$ cat src/rtl/vec_mem_seq.sv
//------------------------------------------------------------------------------
// vec_mem_seq
//
// Memory sequencer for the CVP14 vector load (VLD) and vector store (VST)
// instructions. It sits between the external memory port and the vector
// register file's parallel port. It moves NELEM consecutive DW-bit words
// between memory at BaseAddr+i and one vector register.
//
// Ports
//   Clk1      clock; all state and outputs update on posedge
//   Reset     synchronous, active-high reset (priority over everything)
//   Start     begin a transfer; sampled only in IDLE
//   Op        0 = load (VLD), 1 = store (VST); sampled with Start
//   BaseAddr  address of element 0; sampled with Start
//   VecIn     vector to store; snapshotted with Start
//   DataIn    memory read data for the address presented in this cycle
//   Addr      memory address (registered)
//   RD / WR   memory read / write strobes (registered, never both high)
//   DataOut   memory write data (registered)
//   VecOut    assembled load vector, element i at [DW*i +: DW]
//   VecWrEn   one-cycle pulse: VecOut complete, write it to the register file
//   Busy      high in every state except IDLE
//   Done      one-cycle pulse at the end of any transfer
//
// Timing, with edge 0 being the edge that accepts Start:
//   after edge k (k = 1..NELEM) element k-1 is on the memory port;
//   for loads, edge k+1 captures DataIn into element k-1;
//   after edge NELEM+1 the sequencer sits in DONE for one cycle.
//------------------------------------------------------------------------------
module vec_mem_seq #(
   parameter int NELEM = 16,
   parameter int DW    = 16
) (
   input  logic                Clk1,
   input  logic                Reset,
   input  logic                Start,
   input  logic                Op,
   input  logic [15:0]         BaseAddr,
   input  logic [NELEM*DW-1:0] VecIn,
   input  logic [DW-1:0]       DataIn,
   output logic [15:0]         Addr,
   output logic                RD,
   output logic                WR,
   output logic [DW-1:0]       DataOut,
   output logic [NELEM*DW-1:0] VecOut,
   output logic                VecWrEn,
   output logic                Busy,
   output logic                Done
);

   // cnt counts cycles since the Start edge and must reach NELEM itself.
   localparam int CW = $clog2(NELEM + 1);
   localparam int IW = (NELEM > 1) ? $clog2(NELEM) : 1;

   typedef enum logic [1:0] {
      S_IDLE,
      S_LOAD,
      S_STORE,
      S_DONE
   } state_t;

   state_t        state;
   state_t        state_nxt;

   logic [CW-1:0] cnt;
   logic          op_q;
   logic [15:0]   base_q;
   logic [DW-1:0] st_buf  [NELEM];
   logic [DW-1:0] ld_elem [NELEM];

   logic          last;
   logic [IW-1:0] issue_idx;
   logic [IW-1:0] cap_idx;

   // The cycle with cnt == NELEM only collects the final read; no new issue.
   assign last      = (cnt == CW'(NELEM));
   assign issue_idx = IW'(cnt);
   // The word read in the previous cycle belongs to element cnt-1.
   assign cap_idx   = IW'(cnt - CW'(1));

   //---------------------------------------------------------------------------
   // State register
   //---------------------------------------------------------------------------
   always_ff @(posedge Clk1) begin
      if (Reset) begin
         state <= S_IDLE;
      end else begin
         state <= state_nxt;
      end
   end

   //---------------------------------------------------------------------------
   // Next-state logic
   //---------------------------------------------------------------------------
   always_comb begin
      state_nxt = state;
      case (state)
         S_IDLE: begin
            if (Start) begin
               state_nxt = Op ? S_STORE : S_LOAD;
            end
         end
         S_LOAD,
         S_STORE: begin
            if (last) begin
               state_nxt = S_DONE;
            end
         end
         S_DONE: begin
            // Start is deliberately ignored here, which forces one idle cycle.
            state_nxt = S_IDLE;
         end
         default: begin
            state_nxt = S_IDLE;
         end
      endcase
   end

   //---------------------------------------------------------------------------
   // Datapath: memory port, element counter, store buffer, load assembly
   //---------------------------------------------------------------------------
   always_ff @(posedge Clk1) begin
      if (Reset) begin
         cnt     <= '0;
         op_q    <= 1'b0;
         base_q  <= '0;
         Addr    <= '0;
         RD      <= 1'b0;
         WR      <= 1'b0;
         DataOut <= '0;
         for (int i = 0; i < NELEM; i++) begin
            st_buf[i]  <= '0;
            ld_elem[i] <= '0;
         end
      end else begin
         case (state)
            S_IDLE: begin
               if (Start) begin
                  op_q   <= Op;
                  base_q <= BaseAddr;
                  cnt    <= '0;
                  // Snapshot so later VecIn changes cannot corrupt the store.
                  for (int i = 0; i < NELEM; i++) begin
                     st_buf[i] <= VecIn[i*DW +: DW];
                  end
               end
            end
            S_LOAD: begin
               if (!last) begin
                  cnt  <= cnt + CW'(1);
                  Addr <= base_q + 16'(cnt);
                  RD   <= 1'b1;
               end else begin
                  RD   <= 1'b0;
               end
               // RD high in the previous cycle means DataIn is for element cnt-1.
               if (RD) begin
                  ld_elem[cap_idx] <= DataIn;
               end
            end
            S_STORE: begin
               if (!last) begin
                  cnt     <= cnt + CW'(1);
                  Addr    <= base_q + 16'(cnt);
                  WR      <= 1'b1;
                  DataOut <= st_buf[issue_idx];
               end else begin
                  WR      <= 1'b0;
               end
            end
            default: begin
               RD <= 1'b0;
               WR <= 1'b0;
            end
         endcase
      end
   end

   for (genvar g = 0; g < NELEM; g++) begin : g_vec_out
      assign VecOut[g*DW +: DW] = ld_elem[g];
   end

   assign Busy    = (state != S_IDLE);
   assign Done    = (state == S_DONE);
   assign VecWrEn = (state == S_DONE) && !op_q;

endmodule

$ cat config.mk
export PLATFORM = sky130hd
export DESIGN_NAME = vec_mem_seq
export DESIGN_NICKNAME = d
export VERILOG_FILES = /design/src/rtl/vec_mem_seq.sv
export SDC_FILE = /design/constraint.sdc
export NUM_CORES = 1
export LEC_CHECK = 0
export CAP_MARGIN = 20
export CORE_MARGIN = 4
export CORE_UTILIZATION = 40
export CTS_BUF_LIST = sky130_fd_sc_hd__clkbuf_16
export DETAILED_ROUTE_END_ITERATION = 16
export PLACE_DENSITY_LB_ADDON = 0.3
export SYNTH_ARGS = -nofsm -noshare
export SYNTH_HDL_FRONTEND = slang
export SYNTH_SLANG_ARGS = --single-unit
export TNS_END_PERCENT = 20
$ cat constraint.sdc
create_clock -name Clk1 -period 12.95 [get_ports Clk1]
set_input_delay 1.9425 -clock Clk1 [delete_from_list [all_inputs] [get_ports Clk1]]
set_output_delay 1.9425 -clock Clk1 [all_outputs]
set_load 0.02 [all_outputs]
; ---- Word level (Yosys, flattened, before mapping)
; Memory sizes are Yosys's and may differ from the RTL's. A register that Yosys moved wholly into a read port is not among the register bits.
; Index checks and enable logic that the tools add are counted.
[word_totals]
regBits = 42
ram_bits = 512
inputBits = 292
mem_count = 2
[classes]
addsub = 3
eq_ne = 7
mux = 39
bitwise = 17
n_reduce_logical = 14
[memory_table]
columns = memory, depth, word_bits, read_ports, rd_clocked_by_memory_dff, wr, line_no
row1 = ld_elem, 16, 16, 16, 0, 16, 69  ; logic [DW-1:0] ld_elem [NELEM];
row2 = st_buf, 16, 16, 1, 1, 16, 68  ; logic [DW-1:0] st_buf [NELEM];
[ops]
columns = cell, n
row1 = two-way mux 16 bit, 17
row2 = adder 16 x 5 -> 16 bit, 1
row3 = OR 1 bit, 16
row4 = OR reduction 16 bit, 1
row5 = two-way mux 1 bit, 12
row6 = two-way mux 5 bit, 2
row7 = one-hot mux 5 bit (2 select lines), 1
row8 = AND reduction 2 bit, 4
row9 = two-way mux 2 bit, 3
row10 = one-hot mux 2 bit (3 select lines), 1
row11 = OR reduction 2 bit, 3
row12 = "adder 5 x 1 -> 5 bit, second input constant", 1
row13 = "equality test 5 bit, second input constant", 1
row14 = "equality test 2 bit, second input constant", 2
row15 = two-way mux 4 bit, 1
row16 = "!= test 2 bit, second input constant", 2
row17 = one-hot mux 1 bit (2 select lines), 2
row18 = nonzero test 2 bit, 2
row19 = "subtractor 4 x 1 -> 4 bit, second input constant", 1
row20 = AND reduction 3 bit, 1
row21 = "equality test 2 x 1 -> 1 bit, second input constant", 1
row22 = logical NOT 2 bit, 1
row23 = "!= test 2 x 1 -> 1 bit, second input constant", 1
row24 = logical AND 1 bit, 1
row25 = 2 further kinds, 2

; ---- Logic depth before layout (Yosys ltp)
[logic_depth]
depth_word = 6
depth_mapped = 11
mapped_depth_nobuf = 8

; ---- Worst setup path before layout
; Ideal clock, no wire load.
[synth_path]
path_type = input port to flip-flop
startpoint = input port Reset
endpoint = memory st_buf[0][0] (enable)
arrival_ns = 7.320
setup_slack_ns = 5.023
path_stages = 3
path_cell_list = clkbuf_1 a21oi_1 inv_1
[synth_lines]
columns = element, line_no
row1 = start: declaration, 35  ; input logic Reset,
row2 = end: declaration, 68

==> flow_summary.ini <==
[run_status]
outcome = finished clean

[worst_setup_path]
worstSetupPathType = input port to flop
crit_required_ns = 13.18
arrival_ns = 5.20
critPathMaxFanout = 94
worst-path-buf-inv = 5
cp-end-kind = flop
r2r_cells = 7
worst-path-stages = 6
crit_path_frequent_cell = buf_4
critical_path.slowest_cell = buf_4
start_kind = input port
crit_chain = clkdlybuf4s50_1 -> a21oi_1 -> buf_4 -> inv_8 -> buf_4 -> buf_4
path_delay_family = buffers and inverters
critPathMaxStageDelay_ns = 0.92

[sta]
tightest_slew_ns = 1.05
maxSlewViolCount = 0
rsz0062_at_grt = false
hold_viol = 0
finClkSkew_ns = 0.0191
final.period_utilization = 0.384
fmax_mhz = 201
slew_headroom = 0.295
setup_violations = 0
setup-tns-final_ns = 0
whs_ns = 0.451
finalCriticalPeriod_ns = 4.97

[routing]
drc = 0
antenna_left = 0
routed_wl_mm = 68.1
viasPerCell = 4.96
vias = 14724
drt_iter0_drc = 879
first_pass_iters = 5
wl_per_cell_um = 23.0

[yosys]
avgSynthCellArea_um2 = 15.1
synth-main-ff-cell = edfxtp_1
synth-seq-cells = 570
synth.distinct_cells = 53
syn-instance-count = 1573
async_flop_share = 0
syn_nets = 1881
yosys_warnings = 0
ys_seq_area_frac = 0.697
netlist_area_um2 = 23700
synth_edf_count = 512

[clocking]
root_buffer = clkbuf_16
clock_latency_ns = 0.61
cts_buffer_depth = 3
hold_buffers = 0
cts_tree = built
cts-htree-levels = 2
cts_buffers = 58
clock-sinks = 570
cts.repair.resized = 0
post-cts-setup-buffer-count = 0
path_clk_slew_ns = 0.06

[placement]
dp_hpwl_mm = 49.3
gp_congestion = 0.817
place_area_um2 = 30300
io_buffers = 584

[layout]
seqCellArea_um2 = 16500
nNetsFinal = 2456
layout_common_cells = clkdlybuf4s50_1 (583), edfxtp_1 (512), and2_1 (417)
nFillCells = 4723
multiInputGateArea_um2 = 6690
area_growth_pct = 35.3
design_area_um2 = 32100
drive_gt1_frac = 0.0871
mostFrequentLayoutCell = clkdlybuf4s50_1
post-route-util = 0.545

[global_route]
grt_pass1_vias = 14953
grt_pass1_wl_mm = 98.0
grt.overflow.total = 0
grtUsageTotal = 0.207
grt_max_degree = 105
antenna_found_initial = 5

[flow_run]
max_cap_violations = 0

[floorplan]
die_w_um = 252
rows = 89
die_h_um = 252
die_area_um2 = 63300
pin_count = 585
core-area_um2 = 58900
start_util = 0.403

[power]
ir_worst_vdd_v = 0.000127
leakage_nw = 11.6
powerDensity_nw_per_um2 = 153

[worst_hold_path]
hold_class = flop to flop
holdPathStages = 2
[flip-flops by register name, summed over array words and instances, names as in the netlist]
signal and count:
base_q 16, state 2, st_buf 256, op_q 1
DataOut 16, RD 1, Addr 16, cnt 5
ld_elem 256, WR 1
[worst reg2reg max path, stage by stage (launching register included)]
cell     delay (ns)
dfxtp_1        0.34
inv_1          0.10
ha_1           0.33
a21oi_1        0.12
buf_4          0.23
inv_8          0.44
buf_4          0.96
buf_4          0.94
[synth_stat cells (20+ instances only)]
| library cell | n | area, um^2 |
|---|---|---|
| nand2_1 | 21 | 78.8 |
| mux4_2 | 45 | 1010 |
| nand3_1 | 20 | 100 |
| o21ai_0 | 45 | 225 |
| and2_1 | 417 | 2610 |
| clkbuf_1 | 57 | 214 |
| mux2i_1 | 50 | 500 |
| edfxtp_1 | 512 | 15400 |
| a21oi_1 | 32 | 160 |
| nor2b_1 | 101 | 632 |
| dfxtp_1 | 58 | 1160 |
| buf_2 | 21 | 105 |
[worst paths after layout]
kind,startpoint,endpoint,slack [ns]
max,Start,st_buf[2][15],7.98
min reg2reg,Addr[3],Addr[3],0.45
min,Addr[3],Addr[3],0.45
max reg2reg,state[1],st_buf[2][15],9.07
[report_power, final]
| part | internal [mW] | switching, mW |
|---|---|---|
| logic | 0.413 | 0.520 |
| clock network | 0.881 | 0.693 |
| registers | 2.32 | 0.0981 |
[kinds of logic (layout without fill, tap and decap cells)]
logic type / count (synthesis) / count (layout) / share of synthesized area
AOI/OAI and AO/OA: 144 / 144 / 0.0386
xor gates and xnor gates: 15 / 15 / 0.00554
adders and majority gates: 16 / 16 / 0.00876
buffers and inverters: 108 / 727 / 0.0213
DFF: 570 / 570 / 0.697
muxes: 99 / 99 / 0.0676
other: 0 / 1 / 0
and+or+nand+nor: 621 / 621 / 0.161
[stage by stage]
step / total power [mW] / cells / worst slack [ns]
final: 4.92 / 2966 / 7.98
after global routing: 5.13 / 2965 / 7.72
after CTS: 4.98 / 2965 / 7.96
after detailed placement: 3.40 / 2861 / 7.31
after global placement: 3.37 / 2859 / 7.41
after floorplan: 3.00 / 1573 / 5.02
[routing by layer]
layer  share of wire  track usage  up-vias
met4           0.023       0.0533       10
li1                -            -     6829
met5         0.00087            0        -
met2            0.52        0.373      662
met3           0.074       0.0425      104
met1            0.39        0.257     7119
[final cells by class]
class,count,area share
multi-input cells,895,0.209
inverters,11,0.00152
well taps,773,0.0301
repair buffers,612,0.189
clock inverters,45,0.00928
clock buffers,59,0.0460
flip-flops and latches,570,0.516
diodes,1,0.0000780
No activity file was read; power rests on OpenSTA's default activity.
